--- src/rtl/uart_pkg.sv ---
// Shared types and constants for the buffered UART transmitter.
package uart_pkg;

    // Transmit FSM states
    typedef enum logic [2:0] {
        ST_IDLE  = 3'd0,
        ST_START = 3'd1,
        ST_DATA  = 3'd2,
        ST_PAR   = 3'd3,
        ST_STOP  = 3'd4
    } tx_state_e;

    // Parity modes
    localparam int PAR_NONE = 0;
    localparam int PAR_ODD  = 1;
    localparam int PAR_EVEN = 2;

    // 50 MHz system clock, 9600 baud
    localparam int DEFAULT_CLK_DIV = 5208;

    // Widest supported data word; narrower words are zero-extended
    localparam int MAX_DATA_W = 8;

    // Parity bit for a zero-extended word: even mode makes the total count
    // of ones even, odd mode makes it odd.
    function automatic logic parity_bit(input logic [MAX_DATA_W-1:0] word, input int mode);
        logic even_s;
        even_s = ^word;
        if (mode == PAR_ODD) begin
            parity_bit = ~even_s;
        end else begin
            parity_bit = even_s;
        end
    endfunction

endpackage

--- src/rtl/uart_tx_fifo_sync_fifo.sv ---
// First-word-fall-through synchronous FIFO; the head word is always
// visible on rd_data while the FIFO is non-empty.
module sync_fifo #(
    parameter int WIDTH = 8,
    parameter int DEPTH = 16
) (
    input  logic                     clk,
    input  logic                     rst,
    input  logic                     wr_en,
    input  logic [WIDTH-1:0]         wr_data,
    input  logic                     rd_en,
    output logic [WIDTH-1:0]         rd_data,
    output logic                     full,
    output logic                     empty,
    output logic [$clog2(DEPTH):0]   count
);

    localparam int AW = $clog2(DEPTH);
    localparam int CW = AW + 1;
    localparam logic [CW-1:0] FULL_CNT = CW'(DEPTH);

    logic [WIDTH-1:0] mem_q [DEPTH];
    logic [AW-1:0]    wr_ptr_q;
    logic [AW-1:0]    rd_ptr_q;
    logic [CW-1:0]    count_q;
    logic             wr_ok_s;
    logic             rd_ok_s;

    // Qualify requests so overflow and underflow never corrupt state
    always_comb begin
        wr_ok_s = wr_en && (count_q != FULL_CNT);
        rd_ok_s = rd_en && (count_q != '0);
    end

    // Storage array; contents are don't-care until written
    always_ff @(posedge clk) begin
        if (wr_ok_s) begin
            mem_q[wr_ptr_q] <= wr_data;
        end
    end

    // Pointers and occupancy; pointers wrap naturally (DEPTH is a power of two)
    always_ff @(posedge clk or posedge rst) begin
        if (rst) begin
            wr_ptr_q <= '0;
            rd_ptr_q <= '0;
            count_q  <= '0;
        end else begin
            if (wr_ok_s) begin
                wr_ptr_q <= wr_ptr_q + AW'(1);
            end
            if (rd_ok_s) begin
                rd_ptr_q <= rd_ptr_q + AW'(1);
            end
            case ({wr_ok_s, rd_ok_s})
                2'b10:   count_q <= count_q + CW'(1);
                2'b01:   count_q <= count_q - CW'(1);
                default: count_q <= count_q;
            endcase
        end
    end

    assign rd_data = mem_q[rd_ptr_q];
    assign full    = (count_q == FULL_CNT);
    assign empty   = (count_q == '0);
    assign count   = count_q;

endmodule

--- src/rtl/uart_tx_fifo.sv ---
// Buffered UART transmitter: configurable data width, parity and stop bits,
// with a write-side FIFO so frames go out back-to-back.
module uart_tx_fifo
    import uart_pkg::*;
#(
    parameter int CLK_DIV    = DEFAULT_CLK_DIV,
    parameter int DATA_W     = 8,
    parameter int PARITY     = PAR_NONE,
    parameter int STOP_BITS  = 1,
    parameter int FIFO_DEPTH = 16
) (
    input  logic                          clk,
    input  logic                          rst,
    input  logic [DATA_W-1:0]             data,
    input  logic                          flag,
    output logic                          full,
    output logic                          busy,
    output logic [$clog2(FIFO_DEPTH):0]   level,
    output logic                          drop,
    output logic                          tx
);

    localparam int BAUD_W = $clog2(CLK_DIV);
    localparam int LVL_W  = $clog2(FIFO_DEPTH) + 1;
    localparam int IDX_W  = 3;
    localparam logic [BAUD_W-1:0] BAUD_LAST = BAUD_W'(CLK_DIV - 1);
    localparam logic [IDX_W-1:0]  DATA_LAST = IDX_W'(DATA_W - 1);
    localparam logic [IDX_W-1:0]  STOP_LAST = IDX_W'(STOP_BITS - 1);
    localparam logic              PAR_EN    = (PARITY != PAR_NONE);

    // Reject unsupported configurations at elaboration
    if (CLK_DIV < 2) begin : g_bad_clk_div
        $error("uart_tx_fifo: CLK_DIV must be >= 2");
    end
    if ((DATA_W < 5) || (DATA_W > 8)) begin : g_bad_data_w
        $error("uart_tx_fifo: DATA_W must be 5..8");
    end
    if ((PARITY < 0) || (PARITY > 2)) begin : g_bad_parity
        $error("uart_tx_fifo: PARITY must be 0, 1 or 2");
    end
    if ((STOP_BITS != 1) && (STOP_BITS != 2)) begin : g_bad_stop
        $error("uart_tx_fifo: STOP_BITS must be 1 or 2");
    end
    if ((FIFO_DEPTH < 2) || ((FIFO_DEPTH & (FIFO_DEPTH - 1)) != 0)) begin : g_bad_depth
        $error("uart_tx_fifo: FIFO_DEPTH must be a power of two >= 2");
    end

    tx_state_e         state_q;
    logic [BAUD_W-1:0] baud_q;
    logic [IDX_W-1:0]  bit_idx_q;
    logic [DATA_W-1:0] shift_q;
    logic              parity_q;
    logic              tx_q;
    logic              drop_q;

    logic              fifo_full_s;
    logic              fifo_empty_s;
    logic [LVL_W-1:0]  fifo_count_s;
    logic [DATA_W-1:0] fifo_rd_data_s;
    logic              push_s;
    logic              pop_s;
    logic              baud_wrap_s;
    logic              frame_end_s;

    sync_fifo #(
        .WIDTH (DATA_W),
        .DEPTH (FIFO_DEPTH)
    ) u_fifo (
        .clk     (clk),
        .rst     (rst),
        .wr_en   (push_s),
        .wr_data (data),
        .rd_en   (pop_s),
        .rd_data (fifo_rd_data_s),
        .full    (fifo_full_s),
        .empty   (fifo_empty_s),
        .count   (fifo_count_s)
    );

    // Bit-boundary detection and FIFO handshakes; a pop happens from IDLE or
    // exactly at the end of the last stop bit, so frames chain with no gap
    always_comb begin
        baud_wrap_s = (baud_q == BAUD_LAST);
        frame_end_s = (state_q == ST_STOP) && baud_wrap_s && (bit_idx_q == STOP_LAST);
        pop_s       = !fifo_empty_s && ((state_q == ST_IDLE) || frame_end_s);
        push_s      = flag && !fifo_full_s;
    end

    // Baud counter: held at zero while idle, otherwise counts 0..CLK_DIV-1
    always_ff @(posedge clk or posedge rst) begin
        if (rst) begin
            baud_q <= '0;
        end else if ((state_q == ST_IDLE) || baud_wrap_s) begin
            baud_q <= '0;
        end else begin
            baud_q <= baud_q + BAUD_W'(1);
        end
    end

    // Frame sequencer; tx is registered from the current state, so the line
    // trails the state by one cycle (start bit appears the cycle after a pop)
    always_ff @(posedge clk or posedge rst) begin
        if (rst) begin
            state_q   <= ST_IDLE;
            bit_idx_q <= '0;
            shift_q   <= '0;
            parity_q  <= 1'b0;
            tx_q      <= 1'b1;
        end else begin
            case (state_q)
                ST_START: tx_q <= 1'b0;
                ST_DATA:  tx_q <= shift_q[0];
                ST_PAR:   tx_q <= parity_q;
                ST_STOP:  tx_q <= 1'b1;
                default:  tx_q <= 1'b1;
            endcase

            case (state_q)
                ST_IDLE: begin
                    if (pop_s) begin
                        shift_q   <= fifo_rd_data_s;
                        parity_q  <= parity_bit(MAX_DATA_W'(fifo_rd_data_s), PARITY);
                        bit_idx_q <= '0;
                        state_q   <= ST_START;
                    end
                end
                ST_START: begin
                    if (baud_wrap_s) begin
                        bit_idx_q <= '0;
                        state_q   <= ST_DATA;
                    end
                end
                ST_DATA: begin
                    if (baud_wrap_s) begin
                        shift_q <= {1'b0, shift_q[DATA_W-1:1]};
                        if (bit_idx_q == DATA_LAST) begin
                            bit_idx_q <= '0;
                            state_q   <= PAR_EN ? ST_PAR : ST_STOP;
                        end else begin
                            bit_idx_q <= bit_idx_q + IDX_W'(1);
                        end
                    end
                end
                ST_PAR: begin
                    if (baud_wrap_s) begin
                        bit_idx_q <= '0;
                        state_q   <= ST_STOP;
                    end
                end
                ST_STOP: begin
                    if (baud_wrap_s) begin
                        if (bit_idx_q == STOP_LAST) begin
                            bit_idx_q <= '0;
                            if (pop_s) begin
                                shift_q  <= fifo_rd_data_s;
                                parity_q <= parity_bit(MAX_DATA_W'(fifo_rd_data_s), PARITY);
                                state_q  <= ST_START;
                            end else begin
                                state_q  <= ST_IDLE;
                            end
                        end else begin
                            bit_idx_q <= bit_idx_q + IDX_W'(1);
                        end
                    end
                end
                default: begin
                    state_q <= ST_IDLE;
                end
            endcase
        end
    end

    // Overflow flag: a write while full is discarded, even if a pop
    // frees a slot on the same edge
    always_ff @(posedge clk or posedge rst) begin
        if (rst) begin
            drop_q <= 1'b0;
        end else begin
            drop_q <= flag && fifo_full_s;
        end
    end

    assign tx    = tx_q;
    assign drop  = drop_q;
    assign full  = fifo_full_s;
    assign level = fifo_count_s;
    assign busy  = (state_q != ST_IDLE) || (fifo_count_s != '0);

endmodule
--- config.mk ---
export PLATFORM = sky130hd
export DESIGN_NAME = uart_tx_fifo
export DESIGN_NICKNAME = d
export VERILOG_FILES = /design/src/rtl/uart_pkg.sv /design/src/rtl/uart_tx_fifo_sync_fifo.sv /design/src/rtl/uart_tx_fifo.sv
export SDC_FILE = /design/constraint.sdc
export NUM_CORES = 1
export LEC_CHECK = 0
export ABC_AREA = 1
export ABC_CLOCK_PERIOD_IN_PS = 5290
export BUFFER_PORTS_ARGS = -buffer_cell sky130_fd_sc_hd__buf_2
export CORE_UTILIZATION = 61
export CTS_CLUSTER_DIAMETER = 120
export DETAILED_ROUTE_END_ITERATION = 16
export GPL_TIMING_DRIVEN = 0
export PLACE_DENSITY = 0.81
export RECOVER_POWER = 100
export SKIP_LAST_GASP = 1
export SYNTH_ARGS = -nofsm -noshare
export SYNTH_HDL_FRONTEND = slang
export SYNTH_SLANG_ARGS = --single-unit
--- constraint.sdc ---
create_clock -name clk -period 5.29 [get_ports clk]
set_input_delay 0.529 -clock clk [delete_from_list [all_inputs] [get_ports clk]]
set_output_delay 0.529 -clock clk [all_outputs]
set_load 0.01 [all_outputs]
# Word level (Yosys, flattened, before mapping)
# Memory sizes are Yosys's and may differ from the RTL's.
# Index checks and enable logic that the tools add are counted.
# word_totals
ram_bits	128
elab_cells	92
n_memories	1
register_bits	43
# mem_list
memory	words	word_bits	rd	rd_clocked_by_memory_dff	wr	line_no	text
u_fifo.mem_q	16	8	1	0	1	uart_tx_fifo_sync_fifo.sv:22	logic [WIDTH-1:0] mem_q [DEPTH];
# classes
n_mux	30
addsub	6
reduce_logical	27
eq_ne	18
# op_table
operator	n
$mux 3	13
$mux 8	4
$pmux 8 s3	1
$pmux 3 s5	1
$add 13x1->13 const B	1
$eq 13x13->1 const B	1
$mux 13	1
$pmux 3 s4	1
$ne 2x2->1 const B	5
$pmux 5 s2	1
$add 4x1->4 const B	2
$reduce_xor 8->1	1
$logic_and 1x1->1	7
$reduce_and 7->1	1
$eq 3x2->1 const B	2
$eq 3x3->1 const B	2
$logic_not 3->1	2
$mux 1	6
$ne 2x1->1 const B	3
$reduce_bool 3->1	2
$add 5x1->5 const B	1
$eq 5x5->1 const B	1
$logic_not 5->1	1
$ne 5x5->1 const B	1
16 further kinds	20

# Depth between registers and ports, before layout
# Gate-level depths: netlist of the first run.
# logic_depth
ltp_word	9
ltp_mapped	18
ltp_nobuf	18

# Cells and area by module
# Synthesis of the first run repeated with hierarchy kept, for this count alone.
# hier_totals
cells_unflattened	855
hier_area_um2	8099.0
# by_module_without_submodules
mod	area_per_inst_um2	instances	cells_each	seq_area_each_um2
sync_fifo	6239.7	1	624	4169.0
uart_tx_fifo	1859.3	1	231	752.0

# Worst setup path after synthesis of the first run
# OpenSTA, ideal clock, no wires.
# synth_path
path_kind	flip-flop to flip-flop
startpoint	register baud_q[0]
endpoint	register u_fifo.count_q[4], in the netlist u_fifo.count[4]
required_time_ns	5.162
arrival_ns	2.438
path_stages_with_launch	18
slack_ns	2.724
setup_ns	0.128
n_path_buf	0
cell_sequence	dfrtp_1 ha_1 nand3_1 nor2_1 nand3_2 nand2_4 nand4_4 inv_1 ha_1 xor2_1 ha_1 a21oi_1 o21ai_0 a21oi_1 nand2_1 nand2_1 nor2_1 xor2_1
# synth_between
elab_chain_cells	8
elab_cells_between_ends	10
# synth_lines
element	line_no	text
start: declaration	uart_tx_fifo.sv:49	logic [BAUD_W-1:0] baud_q;
start signal: assignment	uart_tx_fifo.sv:96	baud_q <= baud_q + BAUD_W'(1);
$eq 13x13->1 (*)	uart_tx_fifo.sv:83	baud_wrap_s = (baud_q == BAUD_LAST);
$logic_and 1x1->1 (*) (2 in series)	uart_tx_fifo.sv:84	frame_end_s = (state_q == ST_STOP) && baud_wrap_s && (bit_idx_q == STOP_LAST);
$logic_or 1x1->1 (*)	uart_tx_fifo.sv:85	pop_s = !fifo_empty_s && ((state_q == ST_IDLE) || frame_end_s);
$logic_and 1x1->1 (*)	uart_tx_fifo.sv:85	
$logic_and 1x1->1 (*)	uart_tx_fifo_sync_fifo.sv:32	rd_ok_s = rd_en && (count_q != '0);
named net u_fifo.rd_ok_s	uart_tx_fifo_sync_fifo.sv:27	logic rd_ok_s;
$eq 2x1->1 or $eq 2x2->1 (tied branches)	uart_tx_fifo_sync_fifo.sv:55	case ({wr_ok_s, rd_ok_s})
$pmux 5 s2 or $reduce_bool 2->1 (tied branches)	--	
end signal: assignment	uart_tx_fifo_sync_fifo.sv:56	2'b10: count_q <= count_q + CW'(1);
end signal: assignment	uart_tx_fifo_sync_fifo.sv:57	2'b01: count_q <= count_q - CW'(1);
end signal: assignment	uart_tx_fifo_sync_fifo.sv:58	default: count_q <= count_q;
end: declaration	uart_tx_fifo_sync_fifo.sv:25	logic [CW-1:0] count_q;
# The timed path passes the listed nets; every way through them passes the cells marked *.
# A chain may end at the register's enable or synchronous reset.

# Final worst setup path of the first run
# Same ends and word-level chain as after synthesis.

==> results of run 1 <==
==> per-stage QoR <==
stage          util, %  setup WS (ns)  hold WS (ns)  power [uW]
5_1_grt           70.4           1.59         0.342        3420
3_3_place_gp      65.8           2.42         0.446        1980
2_1_floorplan        -           2.72         0.433        1880
6_report          70.4           1.90         0.326        3320
3_5_place_dp      65.8           2.24         0.462        2010
4_1_cts           71.0           2.20         0.317        3320
==> worst max-delay path by stage <==
stage                     depth (start not counted)      start               to
after global placement                           17  baud_q[0]  u_fifo.count[4]
final                                            17  baud_q[0]  u_fifo.count[4]
after global routing                             17  baud_q[0]  u_fifo.count[4]
after floorplan                                  17  baud_q[0]  u_fifo.count[4]
after CTS                                        16  baud_q[0]  u_fifo.count[4]
after detailed placement                         14  baud_q[9]  u_fifo.count[4]
==> layout make-up <==
cell class	count	area, um2
Buffer	24	140
Clock buffer	20	437
Clock inverter	12	195
Fill cell	849	3600
Inverter	70	263
Multi-Input combinational cell	504	2320
Sequential cell	171	4920
Tap cell	168	210
Timing Repair Buffer	19	75.1
==> routing by layer <==
metal  up-vias  wire [um]  track usage [%]
met1      2660       6940             37.5
li1       2613          -                -
met2       311       8760             49.2
met3        49       1430             5.56
met5         -          0                0
met4         0        436             11.3
==> cell families (layout without fill, tap and decap cells) <==
group           Yosys count  after routing  share of synthesized area [%]
compound gates           73             73                           5.12
buf+inv                  94            145                           5.33
simple gates            406            406                           21.9
fa+ha+maj                13             13                           2.11
mux                       1              1                          0.292
flops                   171            171                           63.9
xor+xnor                 11             11                           1.35
==> critical path: stages, from the launching register on <==
cell	delay [ns]
sky130_fd_sc_hd__dfrtp_1	0.39
sky130_fd_sc_hd__ha_1	0.22
sky130_fd_sc_hd__nand3_1	0.09
sky130_fd_sc_hd__nor2_1	0.12
sky130_fd_sc_hd__nand3_1	0.18
sky130_fd_sc_hd__nand2_1	0.23
sky130_fd_sc_hd__nand4_1	0.28
sky130_fd_sc_hd__inv_1	0.34
sky130_fd_sc_hd__ha_1	0.24
sky130_fd_sc_hd__xor2_1	0.23
sky130_fd_sc_hd__ha_1	0.21
sky130_fd_sc_hd__a21oi_1	0.07
sky130_fd_sc_hd__o21ai_0	0.20
sky130_fd_sc_hd__a21oi_1	0.11
sky130_fd_sc_hd__nand2_1	0.07
sky130_fd_sc_hd__nand2_1	0.04
sky130_fd_sc_hd__nor2_1	0.11
sky130_fd_sc_hd__xor2_1	0.16
==> power breakdown <==
group | switching, uW | internal, uW | total, uW
clock network | 500 | 836 | 1340
registers | 62.6 | 1580 | 1650
logic | 251 | 90.9 | 342
==> registers in the layout, summed over array words and instances (netlist names) <==
| name | cells |
|---|---|
| baud_q | 13 |
| u_fifo.wr_ptr_q | 4 |
| drop | 1 |
| tx | 1 |
| u_fifo.count | 5 |
| bit_idx_q | 3 |
| state_q | 3 |
| u_fifo.rd_ptr_q | 4 |
| shift_q | 8 |
| u_fifo.mem_q | 128 |
| parity_q | 1 |
==> Yosys cell counts (4+ instances only) <==
cell,instances,area [um2]
sky130_fd_sc_hd__nand2_1,237,890
sky130_fd_sc_hd__edfxtp_1,128,3840
sky130_fd_sc_hd__nor2_1,89,334
sky130_fd_sc_hd__inv_1,59,221
sky130_fd_sc_hd__nand3_1,53,265
sky130_fd_sc_hd__dfrtp_1,42,1050
sky130_fd_sc_hd__o21ai_0,29,145
sky130_fd_sc_hd__a21oi_1,22,110
sky130_fd_sc_hd__buf_2,13,65.1
sky130_fd_sc_hd__ha_1,13,163
sky130_fd_sc_hd__o21ai_1,12,60.1
sky130_fd_sc_hd__inv_2,10,37.5
sky130_fd_sc_hd__nor3_1,9,45.0
sky130_fd_sc_hd__xor2_1,8,70.1
sky130_fd_sc_hd__nand2_2,5,31.3
sky130_fd_sc_hd__buf_6,4,45.0
sky130_fd_sc_hd__o211ai_1,4,30.0
==> out/results.txt, run 1 <==
The insertion delay of the later-clocked pin in the worst-skew pair is 0.43 ns, and the net count reported at finish is 831. The checks that failed: capacitance limit, slew limit. Setup repair after global routing left no endpoint under its margin. Counting cells, the worst reg-to-reg path comes to 17.

The terminus of the critical flop-to-flop path is u_fifo.count[4]. The cell count after synthesis came out at 769. The clock skew is 0.0100 ns. By startpoint and endpoint, the worst setup path is classified as reg2reg. For the global-route wire length before repair, the log shows 27.8 mm. In this run the worst hold path is classified as in2reg.

Element type at the critical path start: a register. The tools report the leakage power of the design as 0.00361 uW. Instance count along the most critical hold path: 3. The number of vias per cell is 5.70, and the maximum fanout along the worst path is 7. The worst setup path is captured at a register.

The total DRC errors in the routed layout was 0; the horizontal die dimension was 114 um. Entering global routing, the biggest net connects 44 pins. The logs give 295 MHz for the achievable frequency and 17 for the number of CTS-inserted buffers. Maximum VDD drop: 0.357 mV. In this run the count of I/O pins placed on the die edge is 20.

The run finished, with violations left. For this design, the CTS-stage hold fixing added 0 buffers. The number of synthesized register bits came out at 171. For the initial core utilization, the log shows 63.3%. Of the cells placed in the final design, the portion with a size suffix greater than 1 is 8.54%. Across all register-to-register paths, the minimum setup slack is 1.90 ns.

The tools report the number of hold violations in the final report as 0. Synthesis produced a netlist with a net count of 793. The number of distinct library cells after synthesis is 39, and the clock sink count is 171.

Leaving out fill and tap cells, the most frequent cells in the layout are 238 x sky130_fd_sc_hd__nand2_1, 128 x sky130_fd_sc_hd__edfxtp_1, 91 x sky130_fd_sc_hd__nor2_1. Yosys printed 0 warnings. The worst register-to-register path begins at baud_q[0].

The number of placed instances, taps included, is 956. The die is 114 um tall. The die covers 13100 um2.

The aggregate global-route resource usage is 29.1%. The tools report the number of gates resized after cts as 0. The tools report the tightest slew margin relative to the limit as -10.4%. The number of max-slew violations in the final report is 44. The tools report the standard cell core area as 12200 um2. TritonCTS built the clock tree. After clock tree synthesis, the clock-pin slew on the worst setup and hold paths is 0.06 ns.

The total inserted antenna cells was 0. Dividing total power by cell area gives a power density of 388 nW/um2. After floorplanning, the core was divided into 40 placement rows.

After layout, the minimum clock period comes to 3.39 ns. In this run the deepest clock path goes through 2 buffers. The count of port buffers added during placement is 19, and the number of global-route vias before repair is 5385. Destination of the worst hold path: drop. Summing the sequential cell areas from Yosys gives 63.9% of the chip area. Setup violations remaining at the end of the flow were counted as 0. The mapped netlist covers 7700 um2.

Number of setup buffers added after CTS: 0. After the first detailed-routing iteration, the DRC count stood at 636. The number of cells in the finished layout apart from fillers is 988. The startpoint of the most critical hold path is flag. In this run the clock root is driven by a sky130_fd_sc_hd__clkbuf_16. The initial antenna violation count is 0.

The run gives 0 as the post-detailed-route count of antenna-violating nets. CTS built an H-tree with a depth of 4. In the final timing run, aggregate negative setup slack is 0 ns. STA puts the critical path data required time at 5.64 ns. The synthesized design contains 128 enable-type register cells. The library cell used most frequently in the layout, excluding fill and tap cells, is sky130_fd_sc_hd__nand2_1.

In the synthesized netlist the async set-or-reset flop fraction comes to 25.1%. A synthesized cell averages 10.0 um2. The detailed-placement wirelength estimate is 11.5 mm. The reported max-cap violation count is 1. The area growth from synthesis to layout is 11.2%. The final wirelength was 17.6 mm; the final clock period utilization by the worst path was 64.1%. The logs give 0 for the global-route congestion overflow total and 5633 for the count of vias placed by the detailed router.

The actual transition at the worst max-transition pin was 1.65 ns; the post-placement cell area was 8010 um2. In the final routed layout, each cell accounts on average for 17.8 um. At the end of routability-driven placement, the weighted congestion stood at 0.928. For this run, the detailed router's first-pass iteration total came to 10.

The finished cells cover 8560 um2. The most used flip-flop cell after synthesis is sky130_fd_sc_hd__edfxtp_1. For the worst setup path, the data arrival time is 3.74 ns.
No activity file was read; power rests on OpenSTA's default activity.
==> run 2: changes to the inputs <==
ABC_AREA = 0   (was 1)
ABC_CLOCK_PERIOD_IN_PS = 3400   (was 5290)
clock period = 3.4 ns   (was 5.29 ns; I/O delays follow)
==> out/results.txt, run 2 <==
The number of synthesized register bits is 171 (unchanged), and the total inserted antenna cells is 0 (unchanged). Most numerous cell types in the synthesized netlist: 128 x sky130_fd_sc_hd__edfxtp_1, 42 x sky130_fd_sc_hd__dfrtp_1, 37 x sky130_fd_sc_hd__nand2_1 (was 237 x sky130_fd_sc_hd__nand2_1, 128 x sky130_fd_sc_hd__edfxtp_1, 89 x sky130_fd_sc_hd__nor2_1). The number of global-route vias before repair is 4144 (was 5385), and the placer congestion estimate is 0.802 (was 0.928). Path class of the lowest-slack min-delay path: in2reg (unchanged).

For the net count of the mapped netlist, the log shows 474 (was 793). The required time at the endpoint of the critical path came out at 3.76 ns (was 5.64 ns). The terminus of the critical flop-to-flop path was u_fifo.count[4] (unchanged). The actual transition at the worst max-transition pin works out to 1.64 ns (was 1.65 ns). The tools report the startpoint of the worst register-to-register path as baud_q[1] (was baud_q[0]). The total DRC errors in the routed layout is 0 (unchanged), and the final clock period utilization by the worst path is 97.6% (was 64.1%). The number of max-slew violations in the final report was 44 (unchanged). The count of port buffers added during placement came out at 19 (unchanged).

Setup slack after layout: 0.0821 ns (was 1.90 ns). The most common flop cell mapped by yosys was sky130_fd_sc_hd__edfxtp_1 (unchanged). The async set-reset flop share out of synthesis was 25.1% (unchanged); the count of vias placed by the detailed router was 4073 (was 5633).

The initial core utilization was 63.1% (was 63.3%). Area contributors post-synth: sky130_fd_sc_hd__edfxtp_1 53%, sky130_fd_sc_hd__dfrtp_1 15%, sky130_fd_sc_hd__mux4_2 10% (was sky130_fd_sc_hd__edfxtp_1 50%, sky130_fd_sc_hd__dfrtp_1 14%, sky130_fd_sc_hd__nand2_1 12%). The number of distinct library cells after synthesis was 46 (was 39). The type of the worst setup path was reg2reg (unchanged).

Most common cell in the synthesized netlist: sky130_fd_sc_hd__edfxtp_1 (was sky130_fd_sc_hd__nand2_1). The tools report the clock sink count as 171 (unchanged). The tools report the number of buffers on the longest clock path as 2 (unchanged).

TritonCTS built the clock tree. The largest net degree at the start of global routing was 44 (unchanged). For the aggregate global-route resource usage, the log shows 26.8% (was 29.1%). The kind of capture point of the worst setup path was a register (unchanged). The tools report the synthesized cell area as 7240 um2 (was 7700 um2).

The top layer reached by signal wires was met4 (unchanged). The logs give -0.200 ns (was 2.24 ns) for the worst setup slack after placement and 4 (unchanged) for the number of H-tree branching levels. The tools report the number of buffers added to fix hold violations after cts as 0 (unchanged).

The reported max-cap violation count was 1 (unchanged); the total power divided by cell area was 775 nW/um2 (was 388 nW/um2). The tools report the cell at the root of the clock tree as sky130_fd_sc_hd__clkbuf_16 (unchanged). Number of iterations in the first detailed-routing pass: 4 (was 10). The maximum fanout along the worst path was 5 (was 7).

Commonest cells after routing, fill and taps aside: 128 x sky130_fd_sc_hd__edfxtp_1, 42 x sky130_fd_sc_hd__dfrtp_1, 37 x sky130_fd_sc_hd__nand2_1 (was 238 x sky130_fd_sc_hd__nand2_1, 128 x sky130_fd_sc_hd__edfxtp_1, 91 x sky130_fd_sc_hd__nor2_1). The arrival time reported for the critical path endpoint is 3.68 ns (was 3.74 ns). The average cell area after synthesis is 16.1 um2 (was 10.0 um2), and the number of synthesized flops with an enable pin is 128 (unchanged).

The tools report the sequential fraction of the synthesis area as 68.0% (was 63.9%). Routed length per instance: 23.4 um (was 17.8 um). The leading cell type in the layout, fill and taps excluded is sky130_fd_sc_hd__edfxtp_1 (was sky130_fd_sc_hd__nand2_1). The fraction of final layout cells with drive strength greater than 1 came out at 22.5% (was 8.54%). The startpoint of the most critical hold path is flag (unchanged). The number of hold violations in the final report was 0 (unchanged). The die outline height works out to 111 um (was 114 um). The flip-flop count of the largest register after layout was 128 (unchanged). The tools report the tightest slew margin relative to the limit as -9.51% (was -10.4%). The die area was 12300 um2 (was 13100 um2); the area growth from synthesis to layout was 13.5% (was 11.2%). The met1 routed wirelength after detailed routing is 5.83 mm (was 6.94 mm). The number of vias per cell was 6.23 (was 5.70); the met3 wirelength from detailed routing was 975 um (was 1.43 mm). The tools report the initial antenna violation count as 0 (unchanged). The tools report the destination of the worst hold path as drop (unchanged).

The logs give 0.713 mV (was 0.357 mV) for the maximum VDD drop and 0.0195 ns (was 0.0100 ns) for the clock skew. The tools report the length of routed met2 wiring as 8.13 mm (was 8.76 mm). The achievable frequency was 301 MHz (was 295 MHz). The run finished, with violations left. For the insertion delay of the later-clocked pin in the worst-skew pair, the log shows 0.44 ns (was 0.43 ns). The horizontal die dimension was 111 um (was 114 um); the leakage power of the design was 0.00299 uW (was 0.00361 uW). Top flop regs: u_fifo.mem_q x128, baud_q x13, shift_q x8 (unchanged). The number of warning messages in the yosys log was 0 (unchanged). The cell accounting for the most synthesized area is sky130_fd_sc_hd__edfxtp_1 (unchanged). The run gives 524 (was 831) as the net count reported at finish.

The slack of the worst reg-to-reg path came out at 0.08 ns (was 1.90 ns). The logs give 17 (unchanged) for the number of CTS-inserted buffers and 465 (was 636) for the DRC marker count from the first detailed-route iteration. The post-synthesis instance total was 450 (was 769); the global-route congestion overflow total was 0 (unchanged). The tools report the element type at the critical path start as a register (unchanged). The number of setup violations in the final report came out at 0 (unchanged). The register ranked first by flip-flop count is u_fifo.mem_q (unchanged).

Top cell type's share of synthesized area: 53.1% (was 49.9%). The number of cells in the finished layout apart from fillers is 654 (was 988). Failing checks: capacitance limit, slew limit (unchanged). The instance count along the most critical hold path was 2 (was 3). The number of cells traversed by the worst register-to-register path is 17 (unchanged).

The logs give 9.29 mm (was 11.5 mm) for the detailed-placement wirelength estimate and 15.3 mm (was 17.6 mm) for the final wirelength. Standard cell core area: 11500 um2 (was 12200 um2). The post-detailed-route count of antenna-violating nets was 0 (unchanged).

For the total number of placement rows, the log shows 39 (was 40). The number of top-level pins was 20 (unchanged). The shortest clock period the worst path allows after layout is 3.32 ns (was 3.39 ns). For the count of placed standard cells including taps, the log shows 612 (was 956). The clock slew at the register clock pins of the worst setup and hold paths came out at 0.06 ns (about the same). For the global-route wire length before repair, the log shows 23.5 mm (was 27.8 mm).
[run 2: layout make-up]
class | instances | area (um2)
Fill cell | 678 | 3250
Sequential cell | 171 | 4920
Clock buffer | 17 | 425
Buffer | 19 | 82.6
Clock inverter | 13 | 140
Multi-Input combinational cell | 249 | 2240
Timing Repair Buffer | 31 | 175
Inverter | 11 | 48.8
Tap cell | 143 | 179
[run 2: what timing repair did]
| item | CTS | global route |
|---|---|---|
| setup endpoints to repair | 1 | 1 |
| resized for setup | 7 | 6 |
| pin swaps | 2 | 6 |
| buffers inserted | 4 | 8 |
[run 2: power breakdown]
part | switching [uW] | internal (uW) | total, uW
Combinational | 922 | 796 | 1720
Clock | 808 | 1080 | 1890
Sequential | 200 | 2560 | 2760
[run 2: cell families after synthesis]
family	after synthesis	share of synthesized area, %
buf+inv	30	1.73
fa+ha+maj	14	2.39
compound gates	41	3.89
simple gates	116	7.92
mux	48	12.4
xor+xnor	30	3.63
flops	171	68.0
[run 2: routing by layer]
layer  global-route usage (%)  vias up
li1                         -     1794
met4                     11.2        0
met2                     43.7      162
met3                     8.26       32
met1                     33.4     2085
met5                        0        -
[run 2: worst max path at each step]
stage / start / endpoint / cells past startpoint
after CTS: baud_q[0] / u_fifo.count[4] / 17
after global routing: baud_q[1] / u_fifo.count[4] / 17
after detailed placement: baud_q[0] / u_fifo.count[4] / 17
final: baud_q[1] / u_fifo.count[4] / 17
after global placement: baud_q[0] / u_fifo.count[4] / 17
after floorplan: baud_q[0] / u_fifo.count[4] / 17
[run 2: metrics by stage]
stage / cell area [um2] / util [%] / power [uW] / TNS (ns) / hold slack, ns
global route: 8220 / 71.6 / 6640 / -0.0535 / 0.178
finish: 8220 / 71.6 / 6370 / 0 / 0.169
CTS: 8130 / 70.9 / 6310 / 0 / 0.119
detailed placement: 7510 / 65.5 / 4390 / -0.200 / 0.477
global placement: 7510 / 65.5 / 4290 / -0.0824 / 0.466
floorplan: 7240 / - / 3930 / 0 / 0.439
[run 2: worst max-delay path: stages (launching register included)]
cell and delay (ns):
sky130_fd_sc_hd__dfrtp_1 0.41, sky130_fd_sc_hd__ha_4 0.17, sky130_fd_sc_hd__or4bb_4 0.54, sky130_fd_sc_hd__nor3_4 0.21
sky130_fd_sc_hd__or2_1 0.15, sky130_fd_sc_hd__buf_6 0.11, sky130_fd_sc_hd__nand3_4 0.09, sky130_fd_sc_hd__inv_8 0.09
sky130_fd_sc_hd__ha_4 0.16, sky130_fd_sc_hd__xor2_1 0.17, sky130_fd_sc_hd__ha_2 0.22, sky130_fd_sc_hd__nor2b_4 0.14
sky130_fd_sc_hd__o21ai_0 0.07, sky130_fd_sc_hd__o21ai_1 0.12, sky130_fd_sc_hd__a21oi_1 0.10, sky130_fd_sc_hd__xor2_1 0.14
sky130_fd_sc_hd__nor2_1 0.17, sky130_fd_sc_hd__xor2_1 0.17
